### src/rtl/mdu_pkg.sv
// Shared definitions for the HI/LO multiply/divide unit.
// Purely declarative: no logic and no latency of its own.
// Has no handshake; users import the op and state encodings.
package mdu_pkg;

   localparam int MDU_WIDTH = 32;
   localparam int MDU_ITERS = 32;

   typedef enum logic [1:0] {
      OP_MULTU = 2'b00,
      OP_MULT  = 2'b01,
      OP_DIVU  = 2'b10,
      OP_DIV   = 2'b11
   } op_e;

   typedef enum logic [1:0] {
      IDLE = 2'b00,
      CALC = 2'b01,
      FIX  = 2'b10,
      ZERO = 2'b11
   } state_e;

endpackage

### src/rtl/red_nor.sv
// Reduction NOR: flags an all-zero input word.
// Purely combinational, zero cycles.
// Has no handshake.
module red_nor #(
   parameter int W = 32
) (
   input  logic [W-1:0] d_i,
   output logic         z_o
);

   assign z_o = ~|d_i;

endmodule

### src/rtl/mul_div_unit.sv
// MIPS HI/LO unit: MULT/MULTU/DIV/DIVU on a shared 32-step shift datapath.
// 33 edges from issue to HI/LO update; divide by zero finishes on the next edge.
// busy_out high while in flight; start/MTHI/MTLO are ignored until IDLE again.
module mul_div_unit
   import mdu_pkg::*;
#(
   parameter int WIDTH = MDU_WIDTH,
   parameter int ITERS = MDU_ITERS
) (
   input  logic             clk_in,
   input  logic             rst_in,
   input  logic             start_in,
   input  logic [1:0]       op_in,
   input  logic [WIDTH-1:0] a_in,
   input  logic [WIDTH-1:0] b_in,
   input  logic             mthi_in,
   input  logic             mtlo_in,
   input  logic [WIDTH-1:0] wdata_in,
   output logic             busy_out,
   output logic             done_out,
   output logic             div_zero_out,
   output logic [WIDTH-1:0] hi_out,
   output logic [WIDTH-1:0] lo_out
);

   localparam logic [5:0] LAST_ITER = 6'(ITERS - 1);

   state_e           state_q;
   logic [5:0]       cnt_q;
   logic             div_q;
   logic             neg_lo_q;   // product / quotient must be negated
   logic             neg_hi_q;   // remainder must be negated
   logic [WIDTH-1:0] opnd_q;     // |multiplicand| or |divisor|
   logic [WIDTH-1:0] acc_hi_q;   // product high half / partial remainder
   logic [WIDTH-1:0] acc_lo_q;   // multiplier bits / dividend -> quotient
   logic [WIDTH-1:0] hi_q;
   logic [WIDTH-1:0] lo_q;
   logic             busy_q;
   logic             done_q;
   logic             dz_q;

   logic             b_zero;
   logic             is_div;
   logic             is_signed;
   logic [WIDTH-1:0] a_abs;
   logic [WIDTH-1:0] b_abs;
   logic [WIDTH:0]   add_a;
   logic [WIDTH:0]   add_b;
   logic             add_cin;
   logic [WIDTH+1:0] sum;
   logic [WIDTH-1:0] acc_hi_d;
   logic [WIDTH-1:0] acc_lo_d;
   logic [2*WIDTH-1:0] prod_neg;
   logic [WIDTH-1:0] hi_fix;
   logic [WIDTH-1:0] lo_fix;

   red_nor #(.W(WIDTH)) u_b_zero (
      .d_i (b_in),
      .z_o (b_zero)
   );

   // Issue-side decode: operation class and operand magnitudes.
   always_comb begin
      is_div    = (op_in == OP_DIVU) || (op_in == OP_DIV);
      is_signed = (op_in == OP_MULT) || (op_in == OP_DIV);
      a_abs     = (is_signed && a_in[WIDTH-1]) ? (~a_in + WIDTH'(1)) : a_in;
      b_abs     = (is_signed && b_in[WIDTH-1]) ? (~b_in + WIDTH'(1)) : b_in;
   end

   // One iteration: shared adder does add-if-bit-set (mul) or trial subtract (div).
   always_comb begin
      if (div_q) begin
         add_a   = {acc_hi_q, acc_lo_q[WIDTH-1]};
         add_b   = ~{1'b0, opnd_q};
         add_cin = 1'b1;
      end else begin
         add_a   = {1'b0, acc_hi_q};
         add_b   = acc_lo_q[0] ? {1'b0, opnd_q} : '0;
         add_cin = 1'b0;
      end
      sum = {1'b0, add_a} + {1'b0, add_b} + {{(WIDTH+1){1'b0}}, add_cin};
      if (div_q) begin
         // Carry out of the subtract means the shifted remainder covered the divisor.
         acc_hi_d = sum[WIDTH+1] ? sum[WIDTH-1:0] : add_a[WIDTH-1:0];
         acc_lo_d = {acc_lo_q[WIDTH-2:0], sum[WIDTH+1]};
      end else begin
         acc_hi_d = sum[WIDTH:1];
         acc_lo_d = {sum[0], acc_lo_q[WIDTH-1:1]};
      end
   end

   // Final sign correction of the magnitude result.
   always_comb begin
      prod_neg = ~{acc_hi_q, acc_lo_q} + (2*WIDTH)'(1);
      if (div_q) begin
         hi_fix = neg_hi_q ? (~acc_hi_q + WIDTH'(1)) : acc_hi_q;
         lo_fix = neg_lo_q ? (~acc_lo_q + WIDTH'(1)) : acc_lo_q;
      end else begin
         {hi_fix, lo_fix} = neg_lo_q ? prod_neg : {acc_hi_q, acc_lo_q};
      end
   end

   // Control FSM, datapath registers and HI/LO architectural state.
   always_ff @(posedge clk_in or posedge rst_in) begin
      if (rst_in) begin
         state_q  <= IDLE;
         cnt_q    <= '0;
         div_q    <= 1'b0;
         neg_lo_q <= 1'b0;
         neg_hi_q <= 1'b0;
         opnd_q   <= '0;
         acc_hi_q <= '0;
         acc_lo_q <= '0;
         hi_q     <= '0;
         lo_q     <= '0;
         busy_q   <= 1'b0;
         done_q   <= 1'b0;
         dz_q     <= 1'b0;
      end else begin
         done_q <= 1'b0;
         dz_q   <= 1'b0;
         case (state_q)
            IDLE: begin
               if (mthi_in) hi_q <= wdata_in;
               if (mtlo_in) lo_q <= wdata_in;
               if (start_in) begin
                  busy_q <= 1'b1;
                  cnt_q  <= '0;
                  div_q  <= is_div;
                  if (is_div && b_zero) begin
                     state_q <= ZERO;
                  end else begin
                     state_q  <= CALC;
                     neg_lo_q <= is_signed && (a_in[WIDTH-1] ^ b_in[WIDTH-1]);
                     neg_hi_q <= is_signed && a_in[WIDTH-1];
                     opnd_q   <= is_div ? b_abs : a_abs;
                     acc_lo_q <= is_div ? a_abs : b_abs;
                     acc_hi_q <= '0;
                  end
               end
            end
            CALC: begin
               acc_hi_q <= acc_hi_d;
               acc_lo_q <= acc_lo_d;
               cnt_q    <= cnt_q + 6'd1;
               if (cnt_q == LAST_ITER) state_q <= FIX;
            end
            FIX: begin
               hi_q    <= hi_fix;
               lo_q    <= lo_fix;
               done_q  <= 1'b1;
               busy_q  <= 1'b0;
               state_q <= IDLE;
            end
            ZERO: begin
               done_q  <= 1'b1;
               dz_q    <= 1'b1;
               busy_q  <= 1'b0;
               state_q <= IDLE;
            end
            default: state_q <= IDLE;
         endcase
      end
   end

   assign busy_out     = busy_q;
   assign done_out     = done_q;
   assign div_zero_out = dz_q;
   assign hi_out       = hi_q;
   assign lo_out       = lo_q;

endmodule

### config.mk
export PLATFORM = sky130hd
export DESIGN_NAME = mul_div_unit
export DESIGN_NICKNAME = d
export VERILOG_FILES = /design/src/rtl/mdu_pkg.sv /design/src/rtl/red_nor.sv /design/src/rtl/mul_div_unit.sv
export SDC_FILE = /design/constraint.sdc
export NUM_CORES = 1
export LEC_CHECK = 0
export BUFFER_PORTS_ARGS = -buffer_cell sky130_fd_sc_hd__buf_2
export CORE_ASPECT_RATIO = 0.7
export CORE_UTILIZATION = 50
export DETAILED_ROUTE_END_ITERATION = 7
export GPL_TIMING_DRIVEN = 1
export PLACE_DENSITY = 0.7
export SYNTH_ARGS = -nofsm -noshare
export SYNTH_HDL_FRONTEND = slang
export SYNTH_HIERARCHICAL = 1
export SYNTH_SLANG_ARGS = --single-unit
### constraint.sdc
create_clock -name clk_in -period 13.2 [get_ports clk_in]
set_input_delay 1.32 -clock clk_in [delete_from_list [all_inputs] [get_ports clk_in]]
set_output_delay 1.32 -clock clk_in [all_outputs]
set_load 0.05 [all_outputs]
==> qor.csv <==
metric,value,unit
outcome,completed,
Via Count,13800,
CP startpoint kind,flip-flop,
post-synth cell types,72,
CTS root buf,clkbuf_16,
clk_skew,0.0108,ns
most frequent cells after synthesis,"198 x o21ai_0, 186 x nand2_1, 174 x dfrtp_1",
Worst slew margin,0.217,
CP endpoint kind,flip-flop,
initial antenna violation count,0,
layout cells sized above 1,0.167,
critical path class,reg -> reg,
Tot GR Track Use,0.313,
Area growth syn-to-layout,10.3,%
routed length per instance,20.6,microns
Die X,202,microns
total of max-cap violations,0,
RSZ-0062 raised after global routing,no,
Core ar.,27200,sq um
clk sink count,174,
H-tree levels,4,
min cycle time layout,5.59,ns
clock-pin slew on the worst setup and hold paths,0.07,ns
Initial Util,0.517,
max incr delay on CP,1.01,ns
fin nets,1961,
syn_nets,1902,
Synth area leader,dfrtp_1,
Gate Count Post-Synth,1760,
Setup Viol. Count Final,0,
R2R Setup Slk,7.61,ns
ratio of final minimum period to clock period,0.424,
mapped cell area,14000,sq um
dominant synthesized flop cell,dfrtp_1,
GRT overflow,0,
Max Slew Vio Count,0,
vias in the first global route,12100,
Hold Crit Class,reg -> reg,
CP required,13.54,ns
Die ar.,28800,sq um
post-route DRC violation count,0,
Hold Slack,0.477,ns
worst slew pin tran,1.17,ns
largest net degree at the start of global routing,99,
die height,142,microns
asr flop ratio synth,1.00,
yosys warns,6,
CP max-delay cell,dfrtp_4,
Fmax,0.179,GHz
final WL,45300,microns
#FFs+latches synth,174,
clk_lat worst skew,0.44,ns
routability-driven placement congestion ratio,0.999,
sequential fraction of the synthesis area,0.310,
row cnt,50,
antenna-violating nets left,0,
family with the most delay on the worst path,compound AO/OA/AOI/OAI gates,
crit-path max FO,85,
first-pass iteration count of the detailed router,7,
worst endpoint data arrival time,5.93,ns
starting DRC count in detailed routing,1731,
hold_buf cts,0,
vias per std cell,6.30,
post_cts resized,0,
TritonCTS clock tree,built,
CTS Buffer Depth,2,
setup_tns,0,ns
Inserted Clock Buffers,17,
first-pass GRT wire length,69500,microns
final hold viol count,0,
most common cell in the netlist,o21ai_0,
Synth top area share,0.310,
Post-synth EDFFs,0,
diode count,0,
worst-path cell chain,buf_4 -> mux2_2 -> ha_1 -> a21oi_1 -> o21ai_0 -> nor2_1 -> and3_1 -> o31a_1 -> nand3_1 -> o221a_2 -> a22o_1,
DP HPWL,34700,microns
IO buf count,169,
"Avg Cell Area, Syn",7.98,sq um
io pins,170,
Setup Buffers After CTS,0,
CP Buf/Inv Count,1,
Area contributors post-synth,"dfrtp_1 31%, o21ai_0 7.1%, a21oi_1 6.0%, mux2_2 5.4%, nand2_1 5.0%",
## routing by layer
layer,global-route usage,part of all wire,vias up
met5,0,0,-
met4,0.0831,0.020,0
met3,0.0797,0.12,58
met2,0.427,0.39,806
met1,0.481,0.47,6481
li1,-,-,6489
## cell families after synthesis
logic type,after synthesis,synth area share
AND/OR/NAND/NOR,550,0.186
adder cells (fa/ha/maj),39,0.0358
AO/OA/AOI/OAI,580,0.249
flip-flops,174,0.310
buffers and inverters,163,0.0453
multiplexers,107,0.0822
XOR/XNOR,147,0.0917
## stage by stage
step                       util  setup WS [ns]  cells  cell area, sq um
final                     0.570           7.61   2196             15500
after global routing      0.570           7.35   2196             15500
after CTS                 0.570           7.72   2196             15500
after detailed placement  0.549           7.72   2164             14900
after global placement    0.549           7.83   2164             14900
after floorplan               -           7.16   1760             14000
## path summary, 6_finish.rpt
path                                        from  cells past startpoint                       end
max                            div_q$_DFFE_PP0P_                     11  acc_hi_q[19]$_DFFE_PP0P_
min                        lo_out[6]$_DFFE_PP0P_                      2     lo_out[6]$_DFFE_PP0P_
max reg2reg                    div_q$_DFFE_PP0P_                     11  acc_hi_q[19]$_DFFE_PP0P_
min reg2reg                lo_out[6]$_DFFE_PP0P_                      2     lo_out[6]$_DFFE_PP0P_
max in group asynchronous                 rst_in                      4         div_q$_DFFE_PP0P_
min in group asynchronous                 rst_in                      2     lo_out[9]$_DFFE_PP0P_
## layout by cell type, fill, tap and decap left out, types with 9 or more instances in the layout
cell type | synthesis | final
o21ai_1 | 20 | 20
a31oi_1 | 16 | 16
mux2i_1 | 40 | 40
or4_1 | 17 | 17
a21oi_1 | 168 | 168
a22o_1 | 9 | 9
o31ai_1 | 17 | 17
buf_2 | 7 | 169
ha_1 | 37 | 37
nand2_1 | 186 | 185
o221ai_1 | 27 | 27
o21ai_0 | 198 | 198
xor2_1 | 73 | 73
nor3_1 | 32 | 32
dfrtp_1 | 174 | 173
nand4_1 | 16 | 16
buf_4 | 2 | 11
clkbuf_16 | 0 | 17
o22ai_1 | 15 | 15
nand2b_1 | 12 | 11
and2_1 | 9 | 9
or3_1 | 20 | 20
a211oi_1 | 21 | 21
nor2_1 | 162 | 161
o21a_1 | 9 | 9
o22a_1 | 14 | 14
mux2_2 | 67 | 67
xnor2_1 | 74 | 74
and3_1 | 23 | 23
inv_1 | 22 | 21
o41ai_1 | 9 | 9
a21o_1 | 17 | 17
nor4_1 | 20 | 20
nand3_1 | 16 | 16
## cell type report
cell class	count	area [sq um]
clock inverter	14	141
sequential	174	4360
clock buffer	18	429
timing repair buffer	180	928
tap	364	455
inverter	23	91.3
multi-input combinational	1423	9080
fill	2479	11700
## worst register-to-register path, cell delays in order (launching register included)
cell     delay (ns)
dfrtp_4        1.01
buf_4          0.84
mux2_2         0.46
ha_1           0.41
a21oi_1        0.35
o21ai_0        0.27
nor2_1         0.13
and3_1         0.20
o31a_1         0.24
nand3_1        0.78
o221a_2        0.63
a22o_1         0.17
## flip-flops by register name, indices dropped and copies added, names as in the netlist
signal / count
acc_hi_q: 32
acc_lo_q: 32
hi_out: 32
lo_out: 32
opnd_q: 32
cnt_q: 6
state_q: 2
busy_out: 1
div_q: 1
div_zero_out: 1
done_out: 1
neg_hi_q: 1
neg_lo_q: 1
Power is not shown: default switching activity piles up to over one toggle a cycle in this logic, so the estimate is an artifact.
